[src/rtl/buzzer_pattern_gen_pkg.sv]
// Shared zone/FSM encodings and the distance classifier for the buzzer pattern generator.
package buzzer_pattern_gen_pkg;

    typedef enum logic [1:0] {
        ZONE_NEAR = 2'd0,
        ZONE_MID  = 2'd1,
        ZONE_FAR  = 2'd2
    } zone_t;

    typedef enum logic [1:0] {
        ST_SILENT = 2'd0,
        ST_ON     = 2'd1,
        ST_OFF    = 2'd2
    } state_t;

    localparam int PAT_W = 16;

    // Unsigned compare, inclusive at the upper bound of NEAR and MID.
    function automatic zone_t classify(input logic [63:0] v,
                                       input logic [63:0] th_near,
                                       input logic [63:0] th_mid);
        if (v <= th_near)
            return ZONE_NEAR;
        else if (v <= th_mid)
            return ZONE_MID;
        else
            return ZONE_FAR;
    endfunction

    function automatic int unsigned max2(input int unsigned a, input int unsigned b);
        return (a > b) ? a : b;
    endfunction

endpackage

[src/rtl/buzzer_pattern_gen_if.sv]
// Measurement-in / buzzer-out bundle between the distance block and the pattern generator.
interface buzzer_pattern_gen_if
    import buzzer_pattern_gen_pkg::*;
#(
    parameter int VAL_W = 24
) ();

    logic             enable;
    logic [VAL_W-1:0] value;
    logic             value_valid;
    logic             buzzer;
    zone_t            zone;
    logic             active;

    modport master (
        output enable, value, value_valid,
        input  buzzer, zone, active
    );

    modport slave (
        input  enable, value, value_valid,
        output buzzer, zone, active
    );

endinterface

[src/rtl/buzzer_pattern_gen_ms_tick_gen.sv]
// Millisecond prescaler: one-cycle tick every DIV clocks, restartable through clr.
module ms_tick_gen #(
    parameter int unsigned DIV = 50000
) (
    input  logic clk,
    input  logic rst,
    input  logic clr,
    output logic tick
);

    localparam int unsigned CNT_W = (DIV > 1) ? $clog2(DIV) : 1;
    localparam logic [CNT_W-1:0] LAST = CNT_W'(DIV - 1);

    logic [CNT_W-1:0] cnt;

    always_ff @(posedge clk) begin
        if (rst || clr)
            cnt <= '0;
        else if (cnt == LAST)
            cnt <= '0;
        else
            cnt <= cnt + 1'b1;
    end

    assign tick = (cnt == LAST);

endmodule

[src/rtl/buzzer_pattern_gen.sv]
// Classifies distance measurements into zones and plays a per-zone beep pattern,
// with a watchdog that forces FAR when measurements stop arriving.
module buzzer_pattern_gen
    import buzzer_pattern_gen_pkg::*;
#(
    parameter int          VAL_W      = 24,
    parameter int unsigned CLK_HZ     = 50000000,
    parameter int unsigned TH_NEAR    = 23750,
    parameter int unsigned TH_MID     = 95000,
    parameter int unsigned HALF_NEAR  = 12500,
    parameter int unsigned HALF_MID   = 25000,
    parameter int unsigned ON_NEAR    = 100,
    parameter int unsigned OFF_NEAR   = 0,
    parameter int unsigned ON_MID     = 150,
    parameter int unsigned OFF_MID    = 150,
    parameter int unsigned TIMEOUT_MS = 500
) (
    input logic                 clk,
    input logic                 rst,
    buzzer_pattern_gen_if.slave bus
);

    localparam int unsigned TICK_DIV = CLK_HZ / 1000;
    localparam int unsigned TONE_MAX = max2(HALF_NEAR, HALF_MID);
    localparam int unsigned TONE_W   = (TONE_MAX > 1) ? $clog2(TONE_MAX) : 1;
    localparam bit          WD_EN    = (TIMEOUT_MS != 0);
    localparam int unsigned WD_W     = WD_EN ? $clog2(TIMEOUT_MS + 1) : 1;

    function automatic logic [PAT_W-1:0] on_ms(input zone_t z);
        return (z == ZONE_NEAR) ? PAT_W'(ON_NEAR) : PAT_W'(ON_MID);
    endfunction

    function automatic logic [PAT_W-1:0] off_ms(input zone_t z);
        return (z == ZONE_NEAR) ? PAT_W'(OFF_NEAR) : PAT_W'(OFF_MID);
    endfunction

    function automatic logic [TONE_W-1:0] half_last(input zone_t z);
        return (z == ZONE_NEAR) ? TONE_W'(HALF_NEAR - 1) : TONE_W'(HALF_MID - 1);
    endfunction

    logic [VAL_W-1:0] val_in;
    zone_t            zone_q;
    logic [WD_W-1:0]  wd_cnt;
    logic             stale;
    logic             wd_tick;
    logic             wd_expire;

    assign val_in = bus.value;

    ms_tick_gen #(.DIV(TICK_DIV)) u_wd_tick (
        .clk  (clk),
        .rst  (rst),
        .clr  (1'b0),
        .tick (wd_tick)
    );

    assign wd_expire = WD_EN && wd_tick && !stale && (wd_cnt == WD_W'(TIMEOUT_MS - 1));

    // A fresh measurement outranks a watchdog expiry landing in the same cycle.
    always_ff @(posedge clk) begin
        if (rst) begin
            zone_q <= ZONE_FAR;
            wd_cnt <= '0;
            stale  <= 1'b0;
        end else if (bus.value_valid) begin
            zone_q <= classify(64'(val_in), 64'(TH_NEAR), 64'(TH_MID));
            wd_cnt <= '0;
            stale  <= 1'b0;
        end else if (wd_expire) begin
            zone_q <= ZONE_FAR;
            wd_cnt <= WD_W'(TIMEOUT_MS);
            stale  <= 1'b1;
        end else if (WD_EN && wd_tick && !stale) begin
            wd_cnt <= wd_cnt + 1'b1;
        end
    end

    state_t            state;
    logic              buzzer_q;
    logic              active_q;
    logic [PAT_W-1:0]  pat_cnt;
    logic [TONE_W-1:0] tone_cnt;
    logic [TONE_W-1:0] tone_last;
    logic              pat_tick;
    logic              pat_clr;
    logic              go_silent;
    logic              pat_expire;

    assign go_silent  = !bus.enable || (zone_q == ZONE_FAR);
    assign pat_expire = pat_tick && (pat_cnt <= PAT_W'(1));
    // Restarting the prescaler on every ON/OFF entry makes each phase an exact multiple of TICK_DIV.
    assign pat_clr    = go_silent || (state == ST_SILENT) || pat_expire;

    ms_tick_gen #(.DIV(TICK_DIV)) u_pat_tick (
        .clk  (clk),
        .rst  (rst),
        .clr  (pat_clr),
        .tick (pat_tick)
    );

    always_ff @(posedge clk) begin
        if (rst) begin
            state     <= ST_SILENT;
            buzzer_q  <= 1'b0;
            active_q  <= 1'b0;
            pat_cnt   <= '0;
            tone_cnt  <= '0;
            tone_last <= '0;
        end else if (go_silent) begin
            state    <= ST_SILENT;
            buzzer_q <= 1'b0;
            active_q <= 1'b0;
            pat_cnt  <= '0;
            tone_cnt <= '0;
        end else begin
            case (state)
                ST_SILENT, ST_OFF: begin
                    if (state == ST_SILENT || pat_expire) begin
                        state     <= ST_ON;
                        buzzer_q  <= 1'b1;
                        active_q  <= 1'b1;
                        pat_cnt   <= on_ms(zone_q);
                        tone_cnt  <= '0;
                        tone_last <= half_last(zone_q);
                    end else if (pat_tick) begin
                        pat_cnt <= pat_cnt - 1'b1;
                    end
                end
                ST_ON: begin
                    if (tone_cnt >= tone_last) begin
                        buzzer_q <= ~buzzer_q;
                        tone_cnt <= '0;
                    end else begin
                        tone_cnt <= tone_cnt + 1'b1;
                    end
                    // Zero off-time means a seamless re-entry: tone phase carries on untouched.
                    if (pat_expire) begin
                        if (off_ms(zone_q) == '0) begin
                            pat_cnt   <= on_ms(zone_q);
                            tone_last <= half_last(zone_q);
                        end else begin
                            state    <= ST_OFF;
                            buzzer_q <= 1'b0;
                            tone_cnt <= '0;
                            pat_cnt  <= off_ms(zone_q);
                        end
                    end else if (pat_tick) begin
                        pat_cnt <= pat_cnt - 1'b1;
                    end
                end
                default: begin
                    state    <= ST_SILENT;
                    buzzer_q <= 1'b0;
                    active_q <= 1'b0;
                end
            endcase
        end
    end

    assign bus.buzzer = buzzer_q;
    assign bus.zone   = zone_q;
    assign bus.active = active_q;

endmodule

[src/flat_wrapper.sv]
// flat-port wrapper written by rule: the top's interface ports become plain ports
module buzzer_pattern_gen_flat import buzzer_pattern_gen_pkg::*;
#(
    parameter int          VAL_W      = 24,
    parameter int unsigned CLK_HZ     = 50000000,
    parameter int unsigned TH_NEAR    = 23750,
    parameter int unsigned TH_MID     = 95000,
    parameter int unsigned HALF_NEAR  = 12500,
    parameter int unsigned HALF_MID   = 25000,
    parameter int unsigned ON_NEAR    = 100,
    parameter int unsigned OFF_NEAR   = 0,
    parameter int unsigned ON_MID     = 150,
    parameter int unsigned OFF_MID    = 150,
    parameter int unsigned TIMEOUT_MS = 500
)
  (clk, rst, bus_enable, bus_value, bus_value_valid, bus_buzzer, bus_zone, bus_active);
  buzzer_pattern_gen_if #(.VAL_W(VAL_W)) bus_i ();
  input logic clk;
  input logic rst;
  input wire logic [$bits(bus_i.enable)-1:0] bus_enable;
  input wire logic [$bits(bus_i.value)-1:0] bus_value;
  input wire logic [$bits(bus_i.value_valid)-1:0] bus_value_valid;
  output wire logic [$bits(bus_i.buzzer)-1:0] bus_buzzer;
  output wire logic [$bits(bus_i.zone)-1:0] bus_zone;
  output wire logic [$bits(bus_i.active)-1:0] bus_active;
  assign bus_i.enable = bus_enable;
  assign bus_i.value = bus_value;
  assign bus_i.value_valid = bus_value_valid;
  assign bus_buzzer = bus_i.buzzer;
  assign bus_zone = bus_i.zone;
  assign bus_active = bus_i.active;
  buzzer_pattern_gen #(.VAL_W(VAL_W), .CLK_HZ(CLK_HZ), .TH_NEAR(TH_NEAR), .TH_MID(TH_MID), .HALF_NEAR(HALF_NEAR), .HALF_MID(HALF_MID), .ON_NEAR(ON_NEAR), .OFF_NEAR(OFF_NEAR), .ON_MID(ON_MID), .OFF_MID(OFF_MID), .TIMEOUT_MS(TIMEOUT_MS)) u_core (.clk(clk), .rst(rst), .bus(bus_i));
endmodule
[config.mk]
export PLATFORM = sky130hd
export DESIGN_NAME = buzzer_pattern_gen_flat
export DESIGN_NICKNAME = d
export VERILOG_FILES = /design/src/rtl/buzzer_pattern_gen_pkg.sv /design/src/rtl/buzzer_pattern_gen_if.sv /design/src/rtl/buzzer_pattern_gen_ms_tick_gen.sv /design/src/rtl/buzzer_pattern_gen.sv /design/src/flat_wrapper.sv
export SDC_FILE = /design/constraint.sdc
export NUM_CORES = 1
export LEC_CHECK = 0
export ABC_AREA = 1
export CORE_MARGIN = 2
export CORE_UTILIZATION = 40
export DETAILED_ROUTE_END_ITERATION = 10
export DONT_BUFFER_PORTS = 1
export PLACE_DENSITY = 0.64
export SETUP_SLACK_MARGIN = 0.2
export SKIP_CTS_REPAIR_TIMING = 1
export SYNTH_ARGS = -nofsm -noshare
export SYNTH_HDL_FRONTEND = slang
export SYNTH_SLANG_ARGS = --single-unit
[constraint.sdc]
create_clock -name clk -period 3.1 [get_ports clk]
set_clock_uncertainty 0.2 [all_clocks]
set_input_delay 0.31 -clock clk [delete_from_list [all_inputs] [get_ports clk]]
set_output_delay 0.31 -clock clk [all_outputs]
set_load 0.05 [all_outputs]
==> results.md, run 1 <==
| Parameter | This run | Unit |
|---|---|---|
| Compound-gate portion of the synthesized area | 9.54 | % |
| Power Dens Cells | 386 | mW/mm^2 |
| Slew at the pin with the worst max-slew slack | 0.607 | ns |
| Setup repair after global routing missed its margin | no | - |
| Category of the critical setup timing path | reg -> reg | - |
| Synth Instances | 764 | - |
| Global route overflow | 0 | - |
| WHS | -0.00357 | ns |
| Final critical path time including I/O delays and setup | 2.39 | ns |
| Number of detailed-route iterations in the first pass | 4 | - |
| Routed vias/inst | 4.93 | - |
| Final Hold Violating Endpoints | 1 | - |
| Vias after detailed routing | 4563 | - |
| Met3 Usage GRT | 5.24 | % |
| Worst Reg-to-Reg Cells | 11 | - |
| Number of sinks driven by the clock tree | 82 | - |
| Count of placed standard cells in the final layout, fillers left out | 925 | - |
| Post-synthesis instance area | 0.00487 | mm^2 |
| Worst EP required | 3.17 | ns |
| Placed cell areas | 0.00505 | mm^2 |
| Cell taking the most area after synthesis | dfxtp_1 | - |
| Mux cell area share after synthesis | 0 | % |
| Detailed-placement wirelength estimate | 8220 | um |
| Die Ht | 114 | um |
| Met1 usage | 22.1 | % |
| Remaining routing DRC violations | 0 | - |
| GRT Max-Usage Layer | met2 | - |
| Share of the synthesized area in the top cell type | 33.7 | % |
| Number of antenna violations at the first check in global routing | 0 | - |
| Total negative slack for setup checks | 0 | ns |
| Post-layout instance area | 0.00534 | mm^2 |
| Area of the die | 0.0131 | mm^2 |
| Finish-stage setup viols | 0 | - |
| Syn_nets | 809 | - |
| Number of global-route vias before repair | 3937 | - |
| Critical Path Sink Type | register | - |
| Leakage power total | 2.20 | nW |
| Number of nets with antenna violations after detailed routing | 0 | - |
| Clock buffer count from CTS | 9 | - |
| TritonCTS clock tree | yes | - |
| Aggregate global-route resource usage | 17.1 | % |
| Number of H-tree levels | 3 | - |
| Boundary pin count | 32 | - |
| Pin count of the biggest net entering global routing | 18 | - |
| Inserted Diodes | 0 | - |
| Placeable core area | 0.0120 | mm^2 |
| Wire length of the first global-routing pass | 18100 | um |
| Primary flip-flop cell chosen by synthesis mapping | dfxtp_1 | - |
| Placed instance count | 909 | - |
| Final-layout fill cell count | 1266 | - |
| Parity-gate share of the synthesized area counting xor and xnor cells | 3.06 | % |
| Latest clock arrival within the worst-skew pair | 0.33 | ns |
| Hold Crit Depth | 3 | - |
| Total number of nets in the final design | 821 | - |
| Share of cells above drive strength 1 | 3.98 | % |
| Horizontal die dimension | 114 | um |
| Routed wire length | 10700 | um |
| Final weighted congestion in routability-driven placement | 0.859 | - |
| Number of distinct library cells after synthesis | 33 | - |
| Arrival time at the worst endpoint | 2.46 | ns |
| Share of synthesized flip-flops with an asynchronous set or reset | 0 | % |
| Dominant cells by area after synthesis | dfxtp_1, nand2_1, nor2_1 | - |
| Relative slew slack | 59.5 | % |
| Synthesized-area fraction occupied by adder cells | 4.37 | % |
| Synth-to-Final Area Change | 9.77 | % |
| Met2 Resource Use GR | 27.1 | % |
| Most common cell in the netlist | nand2_1 | - |
| Initial Util | 40.7 | % |
| Type of the tightest min-delay check | in -> reg | - |
| Std-Cell Rows | 40 | - |
| Number of synthesized flops with an enable pin | 0 | - |
| Area fraction in and, or, nand and nor cells after synthesis | 39.9 | % |
| Flops & latches, synth | 82 | - |
| Peak VDD IR | 243 | uV |
| Final Max Slew Viols | 0 | - |
| Average wire per cell in the routed design | 11.6 | um |
| Fin crit share | 77.1 | % |
| Portion of the post-synthesis area used by sequential elements | 33.7 | % |
| Yosys warnings | 0 | - |
| Clock slew seen by the registers of the worst setup and hold paths | 0.05 | ns |
| Clock root buffer | clkbuf_16 | - |
| Final core utilization | 44.7 | % |
| Avg Inst Size Synth | 6.37 | um^2 |
| Maximum clock insertion buffer count | 2 | - |
| Highest attainable clock frequency | 419 | MHz |
| Violated checks | hold timing | - |
| Largest family of logic cells by synthesized area | simple AND/OR/NAND/NOR gates | - |
| IO Port Bufs | 0 | - |
| Startpoint type of the worst setup path | register | - |
| Crit Path Max Fanout | 9 | - |
| Number of max-capacitance violations reported | 0 | - |
| Most instantiated cells after synthesis | nand2_1, nor2_1, inv_1 | - |
| Detailed router's first-iteration violation count | 354 | - |
| Run status | finished with violations | - |
critical path: stages, from the launching register on:
cell and delay (ns):
dfxtp_1 0.33, inv_1 0.10, ha_1 0.33, nand2_1 0.10
inv_1 0.04, a21oi_1 0.14, nand2_1 0.06, nor2_1 0.24
nand4_1 0.18, nand2_1 0.31, nand2_1 0.18, nor2_1 0.13
final timing paths:
check	endpoint	start	slack [ns]
min	u_core.bus.zone[1]$_SDFFE_PP1P_	bus_value_valid	-0.004
max reg2reg	u_core.tone_cnt[3]$_SDFFE_PP0P_	u_core.tone_last[8]$_SDFFE_PP0P_	0.71
max	u_core.tone_cnt[3]$_SDFFE_PP0P_	u_core.tone_last[8]$_SDFFE_PP0P_	0.71
min reg2reg	u_core.u_wd_tick.cnt[0]$_SDFF_PP0_	u_core.u_wd_tick.cnt[0]$_SDFF_PP0_	0.25
cells in the final DEF, fill, tap and decap left out, types with 6 or more instances in the layout:
cell type,instances
nand2_1,181
nor2_1,118
inv_1,106
dfxtp_1,82
nand3_1,66
a21oi_1,50
nand4_1,26
o21ai_0,23
nor3_1,21
ha_1,17
xor2_1,14
nor3b_1,10
clkbuf_16,9
nand3b_1,6
final cells by class:
class	count	area [um^2]	area share, %
Inverter	112	420	7.87
Timing Repair Buffer	8	67.6	1.26
Sequential cell	82	1640	30.7
Tap cell	147	184	3.44
Clock buffer	13	260	4.87
Multi-Input combinational cell	563	2770	51.8
cells by family (layout without fill, tap and decap cells):
group / count (synthesis) / after routing
and+or+nand+nor: 443 / 443
AOI/OAI and AO/OA: 86 / 86
xor gates and xnor gates: 17 / 17
DFF: 82 / 82
buffers and inverters: 119 / 133
adders and majority gates: 17 / 17
layer usage:
layer | vias up | routed length [um]
li1 | 2491 | -
met1 | 2010 | 5320
met2 | 53 | 4810
met3 | 9 | 441
met4 | 0 | 114
met5 | - | 0
flip-flops by register name (all words and copies together), names as in the netlist:
name,flops
u_core.pat_cnt,16
u_core.u_pat_tick.cnt,16
u_core.u_wd_tick.cnt,16
u_core.tone_cnt,15
u_core.wd_cnt,9
u_core.tone_last,3
u_core.bus.zone,2
u_core.state,2
u_core.bus.active,1
u_core.bus.buzzer,1
u_core.stale,1
through the flow:
stage	setup WS (ns)	total power, mW	hold slack [ns]
global route	0.448	2.15	0.0405
global placement	0.761	1.12	0.182
CTS	0.694	2.09	-0.175
finish	0.711	2.06	-0.00357
detailed placement	0.702	1.12	0.184
floorplan	1.01	1.11	0.179
power breakdown:
group / leakage (nW) / internal, mW / switching, mW
Clock: 0.128 / 0.573 / 0.389
Sequential: 0.661 / 1.06 / 0.00228
Combinational: 1.41 / 0.0155 / 0.0269
Total: 2.20 / 1.65 / 0.418
(Power assumes the default switching activity.)
==> inputs of run 2 (changes only) <==
==> constraint.sdc (replaced) <==
create_clock -name clk -period 2.2 [get_ports clk]
set_clock_uncertainty 0.2 [all_clocks]
set_input_delay 0.22 -clock clk [delete_from_list [all_inputs] [get_ports clk]]
set_output_delay 0.22 -clock clk [all_outputs]
set_load 0.05 [all_outputs]
==> results.md, run 2 (synthesis gave the netlist of run 1 again) <==
| Parameter | This run | Unit |
|---|---|---|
| Setup repair after global routing missed its margin | yes | - |
| Leakage power total | 2.50 | nW |
| Endpoint of the most critical setup path | u_core.tone_cnt[10]$_SDFFE_PP0P_ | - |
| Number of H-tree levels | 3 | - |
| Routed wire length | 11600 | um |
| Capture instance of the worst register-to-register path | u_core.tone_cnt[10]$_SDFFE_PP0P_ | - |
| Arrival time at the worst endpoint | 2.14 | ns |
| Total negative slack for setup checks | 0 | ns |
| Horizontal die dimension | 114 | um |
| Critical Path Start | u_core.u_pat_tick.cnt[1]$_SDFF_PP0_ | - |
| Latest clock arrival within the worst-skew pair | 0.35 | ns |
| Crit Path Max Fanout | 6 | - |
| Post-layout instance area | 0.00610 | mm^2 |
| IO Port Bufs | 0 | - |
| Detailed router's first-iteration violation count | 238 | - |
| Peak VDD IR | 401 | uV |
| Share of cells above drive strength 1 | 18.5 | % |
| Relative slew slack | 63.6 | % |
| Number of global-route vias before repair | 4145 | - |
| Most frequent cells in the layout | nand2_1, nor2_1, inv_1, dfxtp_1, nand3_1 | - |
| Number of antenna violations at the first check in global routing | 0 | - |
| Aggregate global-route resource usage | 17.7 | % |
| Run status | finished with violations | - |
| Finish-stage setup viols | 0 | - |
| Clock slew seen by the registers of the worst setup and hold paths | 0.06 | ns |
| Power Dens Cells | 481 | mW/mm^2 |
| Synth-to-Final Area Change | 25.2 | % |
| Final critical path time including I/O delays and setup | 2.06 | ns |
| Sequential cell area | 0.00166 | mm^2 |
| Placed cell areas | 0.00523 | mm^2 |
| Placeable core area | 0.0120 | mm^2 |
| Vias after detailed routing | 4762 | - |
| Initial Util | 40.7 | % |
| Number of max-capacitance violations reported | 0 | - |
| Largest registers ranked by flip-flop count | u_core.pat_cnt: 16 flops, u_core.u_pat_tick.cnt: 16 flops, u_core.u_wd_tick.cnt: 16 flops | - |
| Most common cell after layout, fill and taps aside | nand2_1 | - |
| Area of the die | 0.0131 | mm^2 |
| Highest attainable clock frequency | 487 | MHz |
| Category of the critical setup timing path | reg -> reg | - |
| TritonCTS clock tree | yes | - |
| Worst EP required | 2.29 | ns |
| Final Hold Violating Endpoints | 2 | - |
| Wire length of the first global-routing pass | 18600 | um |
| Slew at the pin with the worst max-slew slack | 0.545 | ns |
| Pin count of the biggest net entering global routing | 20 | - |
| Startpoint type of the worst setup path | register | - |
| Inserted Diodes | 0 | - |
| WHS | -0.0128 | ns |
| Number of sinks driven by the clock tree | 82 | - |
| Die Ht | 114 | um |
| Routed vias/inst | 4.91 | - |
| Fin crit share | 93.4 | % |
| Number of nets with antenna violations after detailed routing | 0 | - |
| Area of the multi-input gates | 0.00312 | mm^2 |
| Final-layout fill cell count | 1173 | - |
| Remaining routing DRC violations | 0 | - |
| Maximum clock insertion buffer count | 2 | - |
| Type of the tightest min-delay check | in -> reg | - |
| Worst Reg-to-Reg Cells | 13 | - |
| Launch point of the worst reg-to-reg path | u_core.u_pat_tick.cnt[1]$_SDFF_PP0_ | - |
| Total number of nets in the final design | 862 | - |
| Detailed-placement wirelength estimate | 8340 | um |
| Number of detailed-route iterations in the first pass | 5 | - |
| Clock root buffer | clkbuf_16 | - |
| Critical Path Sink Type | register | - |
| Final weighted congestion in routability-driven placement | 0.863 | - |
| Average wire per cell in the routed design | 11.9 | um |
| Global route overflow | 0 | - |
| Violated checks | hold timing | - |
| Boundary pin count | 32 | - |
| Std-Cell Rows | 40 | - |
| Clock buffer count from CTS | 9 | - |
| Slack of the worst reg-to-reg path | 0.14 | ns |
| Final Max Slew Viols | 0 | - |
## run 2: changes by cell type in the layout (fill, tap and decap cells not counted), sizes merged
cell / previous run / this run
nand2: 182 / 183
buf: 5 / 43
clkinvlp: 0 / 1
clkinv: 1 / 5
## run 2: area by class of cell
| class | count | area share [%] |
|---|---|---|
| multi-input combinational | 564 | 51.1 |
| sequential | 82 | 27.2 |
| inverter | 112 | 7.14 |
| timing repair buffer | 48 | 7.02 |
| clock buffer | 11 | 3.82 |
| tap | 147 | 3.02 |
| clock inverter | 5 | 0.636 |
## run 2: worst min-delay path by stage
stage / start / endpoint / slack [ns] / depth (start not counted)
3_5_place_dp: rst / u_core.tone_last[13]$_SDFFE_PP0P_ / 0.09 / 1
6_report: bus_value[15] / u_core.bus.zone[0]$_SDFFE_PP0P_ / -0.01 / 5
4_1_cts: rst / u_core.tone_last[13]$_SDFFE_PP0P_ / -0.28 / 1
3_3_place_gp: rst / u_core.tone_last[8]$_SDFFE_PP0P_ / 0.09 / 1
2_1_floorplan: rst / u_core.tone_last[13]$_SDFFE_PP0P_ / 0.09 / 1
5_1_grt: bus_value[2] / u_core.bus.zone[1]$_SDFFE_PP1P_ / 0.0007 / 6
## run 2: layer usage
metal | wire length [um] | track usage (%)
met4 | 272 | 6.75
met5 | 0 | 0
met2 | 5430 | 28.7
met1 | 5380 | 22.6
met3 | 473 | 4.66
## run 2: where the power goes
| group | total, mW | switching (mW) | internal (mW) |
|---|---|---|---|
| logic | 0.0655 | 0.0400 | 0.0256 |
| registers | 1.49 | 0.00310 | 1.49 |
| clock network | 1.37 | 0.605 | 0.770 |
## run 2: per-stage QoR
stage               power [mW]  worst slack (ns)  hold slack, ns  cells  util (%)
floorplan                 1.57             0.245          0.0891    764         -
global placement          1.58            0.0365          0.0915    931      43.7
detailed placement        1.58           -0.0248          0.0928    931      43.7
CTS                       2.98           -0.0376          -0.283    947      46.0
global route              3.05            0.0371        0.000746    969      51.0
finish                    2.93             0.145         -0.0128    969      51.0
## run 2: worst max-delay path: stages, from the launching register on
cell and delay, ns:
dfxtp_2 0.35, ha_4 0.16, nand2_4 0.06, nor2_4 0.13
nand3_2 0.10, nor2_4 0.16, nand2_4 0.08, o21ai_4 0.18
buf_12 0.15, clkbuf_16 0.14, nand2_1 0.05, nand2_1 0.06
nand3_1 0.08, nor2_1 0.10
